**config.mk**
```make
export PLATFORM = sky130hd
export DESIGN_NAME = bus_fabric
export DESIGN_NICKNAME = d
export VERILOG_FILES = /design/src/rtl/bus_pkg.sv /design/src/rtl/bus_addr_decoder.sv /design/src/rtl/bus_fabric.sv
export SDC_FILE = /design/constraint.sdc
export NUM_CORES = 1
export LEC_CHECK = 0
export BUFFER_PORTS_ARGS = -buffer_cell sky130_fd_sc_hd__buf_2
export CORE_UTILIZATION = 25
export DETAILED_ROUTE_END_ITERATION = 10
export GPL_TIMING_DRIVEN = 0
export SETUP_SLACK_MARGIN = 0.02
export SLEW_MARGIN = 20
export SYNTH_ARGS = -nofsm -noshare
export SYNTH_HDL_FRONTEND = slang
export SYNTH_SLANG_ARGS = --single-unit
```
**constraint.sdc**
```tcl
create_clock -name clk -period 2.43 [get_ports clk]
set_clock_uncertainty 0.2 [all_clocks]
set_input_delay 0.1215 -clock clk [delete_from_list [all_inputs] [get_ports clk]]
set_output_delay 0.1215 -clock clk [all_outputs]
set_load 0.05 [all_outputs]
```
**src/rtl/bus_pkg.sv**
```systemverilog
// Shared definitions for the data-bus fabric: FSM encoding, default
// region map and the error-counter width.
package bus_pkg;

  typedef enum logic [1:0] {
    ST_IDLE,
    ST_ACCESS,
    ST_RESP
  } bus_state_t;

  localparam logic [31:0] RAM_BASE  = 32'h0000_0000;
  localparam logic [31:0] IO_BASE   = 32'hC000_0000;
  localparam logic [31:0] QUAD_MASK = 32'hC000_0000;

  localparam int ERR_CNT_W = 8;

  function automatic int idxWidth(input int n);
    return (n > 1) ? $clog2(n) : 1;
  endfunction

endpackage

```
**src/rtl/bus_addr_decoder.sv**
```systemverilog
// Combinational base/mask region decoder; the lowest-numbered matching
// region wins when regions overlap.
module bus_addr_decoder
  import bus_pkg::*;
#(
  parameter int                     NUM_SLAVES = 2,
  parameter logic [NUM_SLAVES*32-1:0] SLAVE_BASE = {IO_BASE, RAM_BASE},
  parameter logic [NUM_SLAVES*32-1:0] SLAVE_MASK = {QUAD_MASK, QUAD_MASK}
) (
  input  logic [31:0]                       i_addr,
  output logic                              o_hit,
  output logic [idxWidth(NUM_SLAVES)-1:0]   o_idx,
  output logic [NUM_SLAVES-1:0]             o_onehot
);

  localparam int IDX_W = idxWidth(NUM_SLAVES);

  // Scan from the top down so the lowest matching index is the last to land.
  always_comb begin
    o_hit    = 1'b0;
    o_idx    = '0;
    o_onehot = '0;
    for (int i = NUM_SLAVES - 1; i >= 0; i--) begin
      if ((i_addr & SLAVE_MASK[i*32 +: 32]) == SLAVE_BASE[i*32 +: 32]) begin
        o_hit = 1'b1;
        o_idx = IDX_W'(i);
      end
    end
    if (o_hit) o_onehot[o_idx] = 1'b1;
  end

endmodule

```
**src/rtl/bus_fabric.sv**
```systemverilog
// CPU data-bus interconnect: decodes a request to one target, waits on its
// ready, and returns data or an error (unmapped address / timeout).
module bus_fabric
  import bus_pkg::*;
#(
  parameter int                       NUM_SLAVES = 2,
  parameter logic [NUM_SLAVES*32-1:0] SLAVE_BASE = {IO_BASE, RAM_BASE},
  parameter logic [NUM_SLAVES*32-1:0] SLAVE_MASK = {QUAD_MASK, QUAD_MASK},
  parameter int                       TIMEOUT    = 16
) (
  input  logic                       clk,
  input  logic                       rst,
  input  logic                       m_req,
  input  logic                       m_we,
  input  logic [31:0]                m_addr,
  input  logic [31:0]                m_wdata,
  output logic                       m_ready,
  output logic                       m_done,
  output logic                       m_err,
  output logic [31:0]                m_rdata,
  output logic [NUM_SLAVES-1:0]      s_sel,
  output logic                       s_we,
  output logic [31:0]                s_addr,
  output logic [31:0]                s_wdata,
  input  logic [NUM_SLAVES-1:0]      s_ready,
  input  logic [NUM_SLAVES*32-1:0]   s_rdata,
  output logic [ERR_CNT_W-1:0]       err_count
);

  localparam int IDX_W = idxWidth(NUM_SLAVES);
  localparam int CNT_W = (TIMEOUT > 0) ? $clog2(TIMEOUT + 1) : 1;

  bus_state_t r_state, w_next;

  logic                  r_we, r_err;
  logic [31:0]           r_addr, r_wdata, r_rdata;
  logic [IDX_W-1:0]      r_idx;
  logic [NUM_SLAVES-1:0] r_sel;
  logic [CNT_W-1:0]      r_cnt;
  logic [ERR_CNT_W-1:0]  r_errCount;

  logic                  w_hit, w_accept, w_slvReady, w_timeout;
  logic [IDX_W-1:0]      w_idx;
  logic [NUM_SLAVES-1:0] w_onehot;
  logic [31:0]           w_slvRdata;

  bus_addr_decoder #(
    .NUM_SLAVES (NUM_SLAVES),
    .SLAVE_BASE (SLAVE_BASE),
    .SLAVE_MASK (SLAVE_MASK)
  ) u_decoder (
    .i_addr   (m_addr),
    .o_hit    (w_hit),
    .o_idx    (w_idx),
    .o_onehot (w_onehot)
  );

  assign w_slvReady = s_ready[r_idx];
  assign w_slvRdata = s_rdata[r_idx*32 +: 32];
  // Ready on the final counted cycle takes priority over the timeout.
  assign w_timeout  = (TIMEOUT != 0) && (int'(r_cnt) + 1 == TIMEOUT);

  always_ff @(posedge clk) begin
    if (!rst) r_state <= ST_IDLE;
    else      r_state <= w_next;
  end

  always_comb begin
    w_next   = r_state;
    m_ready  = 1'b0;
    m_done   = 1'b0;
    w_accept = 1'b0;
    case (r_state)
      ST_IDLE: begin
        m_ready = 1'b1;
        if (m_req) begin
          w_accept = 1'b1;
          w_next   = w_hit ? ST_ACCESS : ST_RESP;
        end
      end
      ST_ACCESS: if (w_slvReady || w_timeout) w_next = ST_RESP;
      ST_RESP: begin
        m_done = 1'b1;
        w_next = ST_IDLE;
      end
      default: w_next = ST_IDLE;
    endcase
  end

  always_ff @(posedge clk) begin
    if (!rst) begin
      r_we       <= 1'b0;
      r_err      <= 1'b0;
      r_addr     <= '0;
      r_wdata    <= '0;
      r_rdata    <= '0;
      r_idx      <= '0;
      r_sel      <= '0;
      r_cnt      <= '0;
      r_errCount <= '0;
    end else begin
      if (w_accept) begin
        r_we    <= m_we;
        r_addr  <= m_addr;
        r_wdata <= m_wdata;
        r_idx   <= w_idx;
        r_sel   <= w_onehot;
        r_cnt   <= '0;
        r_err   <= !w_hit;
        if (!w_hit) r_rdata <= '0;
      end
      if (r_state == ST_ACCESS) begin
        if (w_slvReady) begin
          r_err   <= 1'b0;
          r_rdata <= r_we ? 32'h0 : w_slvRdata;
        end else begin
          r_cnt <= r_cnt + 1'b1;
          if (w_timeout) begin
            r_err   <= 1'b1;
            r_rdata <= '0;
          end
        end
      end
      if (m_done && r_err && (r_errCount != '1)) r_errCount <= r_errCount + 1'b1;
    end
  end

  assign s_sel     = (r_state == ST_ACCESS) ? r_sel : '0;
  assign s_we      = r_we & (|s_sel);
  assign s_addr    = r_addr;
  assign s_wdata   = r_wdata;
  assign m_err     = m_done & r_err;
  assign m_rdata   = r_rdata;
  assign err_count = r_errCount;

endmodule

```
[After elaboration in Yosys (flattened, before gate mapping)]
Index checks and enable logic that the tools add are counted.
Storage, ports and cells
  bits of input ports: 134
  register bits after elaboration: 116
Cells by class
  $add $sub $neg: 3
  magnitude comparators: 3
  equal/unequal tests: 7
  muxes and demuxes: 30
  shift-type cells: 1
  bitwise logic cells: 2
  reductions and logical operators: 9
Operators by type and width (number)
  $mux 32: 6
  $shiftx 64x7->32: 1
  $logic_not 32->1: 1
  $mux 5: 3
  $mux 1: 14
  $mux 2: 5
  $add 8x1->8 const B: 1
  $ne 8x8->1 const B: 1
  $add 5x1->6 const B: 1
  $eq 6x5->1 const B: 1
  $add 5x1->5 const B: 1
  $eq 2x2->1 const B: 2
  $lt 1x2->1 const B: 2
  $ne 2x2->1 const B: 2
  $pmux 2 s2: 1
  $logic_and 1x1->1: 3
  $and 1x1->1: 2
  $eq 2x1->1 const B: 1
  $logic_not 2->1: 1
  $reduce_and 2->1: 1
  $reduce_or 2->1: 1
  $demux 1 s1: 1
  $ge 1x1->1 const B: 1
  $logic_not 1->1: 1
  $logic_or 1x1->1: 1

[Depth between registers and ports, before layout]
Gate-level depths: netlist of the first run.
  depth in word-level cells: 8
  mapped depth: 6

[Hierarchy]
Synthesis of the first run repeated with hierarchy kept, for this count alone.
Second synthesis, totals
  cells, all modules: 594
  area, all modules: 4968.5 um2
By module, submodules not included
  bus_fabric: cells an instance 588, area an instance 4924.7 um2, times used 1
  bus_addr_decoder: cells an instance 6, area an instance 43.8 um2, times used 1

[Worst setup path before layout of the first run]
No wires, ideal clock.
  kind: register -> output
  start point: register r_idx (netlist name)
  end point: output s_we
  data arrival time: 1852 ps
  data required time: 2109 ps
  buffers on the path: 2
  stages on the path, launching flop included: 5
  slack: 257 ps
  path through: dfxtp_1 buf_4 buf_1 and2_1 o21a_1
RTL lines
  end, declared: RTL line bus_fabric.sv:22  | output logic s_we,

[Final worst setup path of the first run]
  start point: register r_idx
  end point: register r_rdata[25] (netlist: m_rdata[25])
On the way
  cells in the longest elaborated chain, start to end: 4
RTL lines
  start, declared: RTL line bus_fabric.sv:37  | logic [IDX_W-1:0] r_idx;
  start signal, assigned: RTL line bus_fabric.sv:106  | r_idx <= w_idx;
  $shiftx 64x7->32 or $mux 1 (tied branches): RTL line bus_fabric.sv:59, bus_fabric.sv:58
  $mux 32 or $mux 1 (tied branches): RTL line bus_fabric.sv:115, bus_fabric.sv:58
  $mux 32 *: RTL line bus_fabric.sv:113  | if (w_slvReady) begin
  $mux 32 *: RTL line bus_fabric.sv:112  | if (r_state == ST_ACCESS) begin
  end signal, assigned: RTL line bus_fabric.sv:115  | r_rdata <= r_we ? 32'h0 : w_slvRdata;
  end, declared: RTL line bus_fabric.sv:36  | logic [31:0] r_addr, r_wdata, r_rdata;
Mark *: on every way between the ends. The rest lies on a longest branch, timed or not. The select of a mux whose other input is x is not followed.
A chain may end at the register's enable or synchronous reset.

==> flow_metrics.tcl, run 1 <==
set metrics [dict create \
    overflow 0 \
    yosys.area.top_type "dfxtp_1" \
    worstHoldStart "s_ready[1]" \
    p_int_mw 4.294 \
    p_seq_frac 0.343 \
    layout.nets 1116 \
    antenna_found_initial 0 \
    drt-vias-per-instance 4.540 \
    finalCritPeriodShare 0.9705 \
    layout_common_cells "buf_2, nand2_1, dlygate4sd3_1" \
    grtUsageMet1 0.1983 \
    grt_first_pass_wirelength_um 27100 \
    syn_avg_cell_area_um2 8.318 \
    maxSlewHeadroom 0.4792 \
    cts_sinks 115 \
    final-hold-violation-count 0 \
    critPathLaunch "r_idx" \
    synth_fa_ha_area_frac 0.01292 \
    grt_util_met2 0.3038 \
    die_y_um 141.2 \
    ys_seq_area_frac 0.4756 \
    synthMuxAreaShare 0.07315 \
    clock_latency_ps 410 \
    max_freq_mhz 424.0 \
    p_leak_nw 3.716 \
    cts_buffers 17 \
    dieArea_um2 19920 \
    syn_nets 721 \
    netSwitchingFraction 0.2783 \
    synth.top_cell.area_share 0.4756 \
    vias 5670 \
    layout_commonest_cell "buf_2" \
    synth_ff_type "dfxtp_1" \
    synth_compound_area_frac 0.1910 \
    cpLargestDelayFamily "buffers and inverters" \
    synth_cells 582 \
    crit_buf_inv 3 \
    drc 0 \
    dr.pass1.iters 4 \
    synth_top_family_by_area "simple AND/OR/NAND/NOR gates" \
    routed_wl_um 17410 \
    rsz0062_at_grt "true" \
    rr_startpoint "r_idx" \
    slowest_delay_ps 570 \
    p_per_area_nw_per_um2 710.2 \
    setup-violations-final 0 \
    routedWlPerCell_um 13.94 \
    grt_pass1_vias 5543 \
    crit_top_cell "dlygate4sd3_1" \
    period_minus_slack_ps 2358 \
    post_cts_buffers 0 \
    outcome "complete, no violations" \
    netlist_area_um2 4841 \
    dp_hpwl_um 11170 \
    row_count 50 \
    h-tree-depth 4 \
    chipWidth_um 141.2 \
    ir_drop_mv 0.4547 \
    drt-initial-drc-count 255 \
    clk_pin_slew_worst_paths_ps 60 \
    worstPathMaxFanout 8 \
    pwr-share-comb 0.191 \
    cp_cell_sequence "buf_6 -> mux2i_1 -> dlygate4sd3_1 -> o21ai_1 -> dlygate4sd3_1 -> a31o_1" \
    coreArea_um2 18830 \
    fillers 1853 \
    synth_xor_area_frac 0.007237 \
    worst_ep_required_time_ps 2540 \
    grt.busiest_layer "met2" \
    ios 244 \
    crit_type "flip-flop to flip-flop" \
    final_util 0.4449 \
    ys_warn_count 0 \
    cts_max_path_buffers 2 \
    setup_tns_ps 0 \
    hold_class "input port to flip-flop" \
    grt_start_max_net_pins 17 \
    track_usage 0.1724 \
    drv_cap 0 \
    ys_ff_latch 115 \
    synthArstFlopShare 0 \
    clockPowerShare 0.466 \
    gp_congestion 0.7400 \
    crit_arrival_ps 2460 \
    startpoint_type "flip-flop" \
    tritoncts "yes" \
    antenna_left 0 \
    synth-edff-count 0 \
    clockRootBuffer "clkbuf_16" \
    synthTopCellsByArea "dfxtp_1, nand2_1, a21oi_1" \
    portBuffers 242 \
    diodes 0 \
    maxSlewViolCount 0 \
    critPathSlowestCell "dlygate4sd3_1" \
    synth-simple-area-share 0.1951 \
    drive_gt1_frac 0.2973 \
    p_sw_mw 1.656 \
    start_util 0.2571 \
    max_slew.worst_pin.slew_ps 781.2 \
    globalRouteMet3Util 0.04959 \
    ys_types 39 \
    worstSetupEndpointType "flip-flop" \
    area_growth_pct 73.07 \
]
-- power by group through the flow --
stage | Clock (mW) | Combinational [mW] | Sequential (mW)
after CTS | 2.83 | 1.13 | 2.04
after global routing | 2.93 | 1.21 | 2.05
final | 2.77 | 1.14 | 2.04
after floorplan | 0 | 0.317 | 2.40
after detailed placement | 0 | 0.957 | 2.08
after global placement | 0 | 0.951 | 2.07
-- worst register-to-register path, cell delays in order, from the launching register on --
cell	delay, ps
dfxtp_1	320
buf_6	160
mux2i_1	190
dlygate4sd3_1	570
o21ai_1	70
dlygate4sd3_1	570
a31o_1	180
-- logic make-up after synthesis --
logic type                 Yosys count
muxes                               35
xor gates and xnor gates             4
buffers and inverters               52
and+or+nand+nor                    215
DFF                                115
AOI/OAI and AO/OA                  156
adders and majority gates            5
-- synthesized netlist by cell type (all sizes together), types with 4 or more instances --
library cell	n
nand3	42
ha	5
or4	4
a21oi	78
clkbuf	26
o21ai	37
nand2	143
buf	20
nor2	6
a31o	32
mux2i	35
dfxtp	115
inv	6
-- metal layers --
| metal | share of wire | up-vias |
|---|---|---|
| li1 | - | 2818 |
| met1 | 0.44 | 2614 |
| met2 | 0.48 | 218 |
| met3 | 0.071 | 20 |
| met4 | 0.015 | 0 |
| met5 | 0 | - |
-- timing repair --
item,in CTS,in global routing
endpoints found under the setup margin,1,25
cloned,0,0
hold buffers,134,0
endpoints found under the hold margin,101,0
resized for setup,1,7
-- sequential cells by signal (all words and copies together) (netlist names), 2 cells and up --
signal and count:
s_addr 32, s_wdata 32, r_cnt 5, err_count 8
m_rdata 32, r_state 2
-- cell type report --
class                      instances  area [µm²]  share of cell area
clock buffer                      22       474.2             0.05660
tap                              260       325.3             0.03883
clock inverter                     9       176.4             0.02106
inverter                           6       22.52            0.002688
sequential                       115        2302              0.2748
multi-input combinational        415        2321              0.2770
buffer                            46       203.9             0.02434
timing repair buffer             376        2552              0.3047
-- path summary, 6_finish.rpt --
kind	endpoint	slack, ps	cells after the start
setup reg to reg	m_rdata[25]	70	6
hold / removal	r_cnt[2]	120	5
hold reg to reg	s_addr[16]	250	2
setup / recovery	m_rdata[25]	70	6
-- stage by stage --
step	instance area, µm²	total power [mW]	worst slack [ps]	hold WS (ps)	std cells
5_1_grt	8378	6.191	2.227	135.0	1249
3_5_place_dp	6377	3.035	162.3	168.3	1084
6_report	8378	5.950	71.67	119.2	1249
4_1_cts	8371	6.003	36.59	72.24	1249
3_3_place_gp	6377	3.026	148.0	161.9	1084
2_1_floorplan	4841	2.715	256.6	57.47	582
(Power assumes the default switching activity.)
==> inputs of run 2 (changes only) <==
CORE_UTILIZATION = 46   (was 25)
PLACE_DENSITY = 0.81   (was default)
==> run 2 against run 1 <==
Effect of this change:
- sequential share of layout area grew 0.78 points
- via count grew 4.9%
- global-route usage grew 16 points
- utilization up 35 points
- total power is 5.0% lower
- setup slack better by 86 ps
- sequential cell count stayed put
- cell count decreased by 10%
- highest routed layer unchanged
==> flow_metrics.tcl, run 2 (synthesized netlist as in run 1, its figures left out) <==
set metrics [dict create \
    clk_pin_slew_worst_paths_ps 60 \
    max_slew.worst_pin.slew_ps 757.0 \
    drc 0 \
    p_per_area_nw_per_um2 693.6 \
    overflow 0 \
    ir_drop_mv 0.5127 \
    area_growth_pct 68.31 \
    dieArea_um2 10940 \
    slowest_delay_ps 350 \
    clock_latency_ps 500 \
    maxSlewViolCount 0 \
    worst_ep_required_time_ps 2110 \
    routedWlPerCell_um 16.29 \
    gp_congestion 0.8038 \
    postLayoutSetupSlackWorst_ps 157.9 \
    drt-vias-per-instance 5.291 \
    antenna_left 0 \
    chipWidth_um 104.6 \
    layout_commonest_cell "buf_2" \
    cp_cell_sequence "buf_2 -> nor2b_1 -> and2_1 -> o21a_1 -> buf_2" \
    crit_type "flip-flop to output port" \
    worstPathMaxFanout 9 \
    layout_common_cells "buf_2, nand2_1, dlygate4sd3_1" \
    layout.nets 1115 \
    die_y_um 104.6 \
    clockRootBuffer "clkbuf_8" \
    dp_slack_ps 198.9 \
    coreArea_um2 10280 \
    track_usage 0.3315 \
    p_leak_nw 3.660 \
    post_cts_buffers 0 \
    cts_buffers 17 \
    max_freq_mhz 440.1 \
    hold_class "input port to flip-flop" \
    antenna_found_initial 0 \
    crit_top_cell "buf_2" \
    routed_wl_um 18310 \
    drv_cap 0 \
    finalCritPeriodShare 0.9350 \
    outcome "complete, no violations" \
    crit_buf_inv 2 \
    startpoint_type "flip-flop" \
    grt_pass1_vias 5983 \
    fillers 669 \
    drt-initial-drc-count 315 \
    dp_hpwl_um 9998 \
    diodes 0 \
    h-tree-depth 4 \
    dr.pass1.iters 5 \
    setup-violations-final 0 \
    drive_gt1_frac 0.2976 \
    rsz0062_at_grt "true" \
    worstSetupEndpointType "output port" \
    setup_tns_ps 0 \
    grt_start_max_net_pins 18 \
    cts_max_path_buffers 2 \
    row_count 37 \
    worst_r2r_path_depth 6 \
    cts_sinks 115 \
    cp.depth 5 \
    tritoncts "yes" \
    portBuffers 242 \
    cpLargestDelayFamily "simple AND/OR/NAND/NOR gates" \
    ios 244 \
    start_util 0.4710 \
    period_minus_slack_ps 2272 \
    vias 5947 \
    holdPathStages 4 \
    maxSlewHeadroom 0.4953 \
    final-hold-violation-count 0 \
    grt_first_pass_wirelength_um 29090 \
    critPathSlowestCell "nor2b_1" \
    crit_arrival_ps 1950 \
]
-- run 2: changes by cell type in the layout (fill, tap and decap cells not counted), moves of 2 or more --
cell        delta
clkinvlp_4     +3
buf_1          +2
bufinv_16      -2
clkbuf_1       -2
clkbuf_8       -2
-- run 2: area by class of cell --
class,instances,area (µm²),area share
inverters,6,22.52,0.002764
plain buffers,45,193.9,0.02380
multi-input cells,415,2327,0.2856
well taps,136,170.2,0.02088
clock inverters,13,161.4,0.01981
repair buffers,376,2552,0.3133
clock buffers,18,417.9,0.05129
flip-flops and latches,115,2302,0.2826
-- run 2: stage by stage --
step                      cell area, µm²  hold slack, ps  power (mW)  std cells  utilization
after detailed placement            6222           166.0       3.016        960       0.6054
after global placement              6222           162.6       3.004        960       0.6054
final                               8148           198.7       5.651       1124       0.7928
after CTS                           8139           183.2       5.618       1124       0.7919
after floorplan                     4841           57.47       2.715        582            -
after global routing                8148           192.0       5.839       1124       0.7928
-- run 2: final timing paths --
check / endpoint / slack (ps) / from
setup / recovery: s_we / 160 / r_state[0]
hold / removal: s_wdata[23] / 200 / m_wdata[23]
setup reg to reg: m_rdata[31] / 180 / r_cnt[0]
hold reg to reg: s_wdata[2] / 250 / s_wdata[2]
-- run 2: per-layer routing --
| layer | wire [µm] | track usage | vias to the layer above | part of all wire |
|---|---|---|---|---|
| met3 | 1569 | 0.09170 | 85 | 0.086 |
| met4 | 843 | 0.1811 | 0 | 0.046 |
| met2 | 8966 | 0.5804 | 348 | 0.49 |
| met5 | 0 | 0 | - | 0 |
| li1 | - | - | 2816 | - |
| met1 | 6927 | 0.3618 | 2698 | 0.38 |
-- run 2: worst reg2reg max path: stages, from the launching register on --
cell       delay, ps
dfxtp_1          340
ha_1             250
nor4b_1          320
o2bb2ai_1        200
nand3_1          250
buf_1            310
a31o_1           280
-- run 2: power by group --
group	switching, mW	internal [mW]	leakage (nW)
clock	0.896	1.56	0.273
sequential	0.0580	1.99	0.938
combinational	0.740	0.414	2.45
total	1.69	3.96	3.66
-- run 2: what timing repair did --
item,4_1_cts,5_1_grt
hold endpoints to repair,103,0
endpoints found under the setup margin,2,31
hold buffers,134,0
resized for setup,0,7
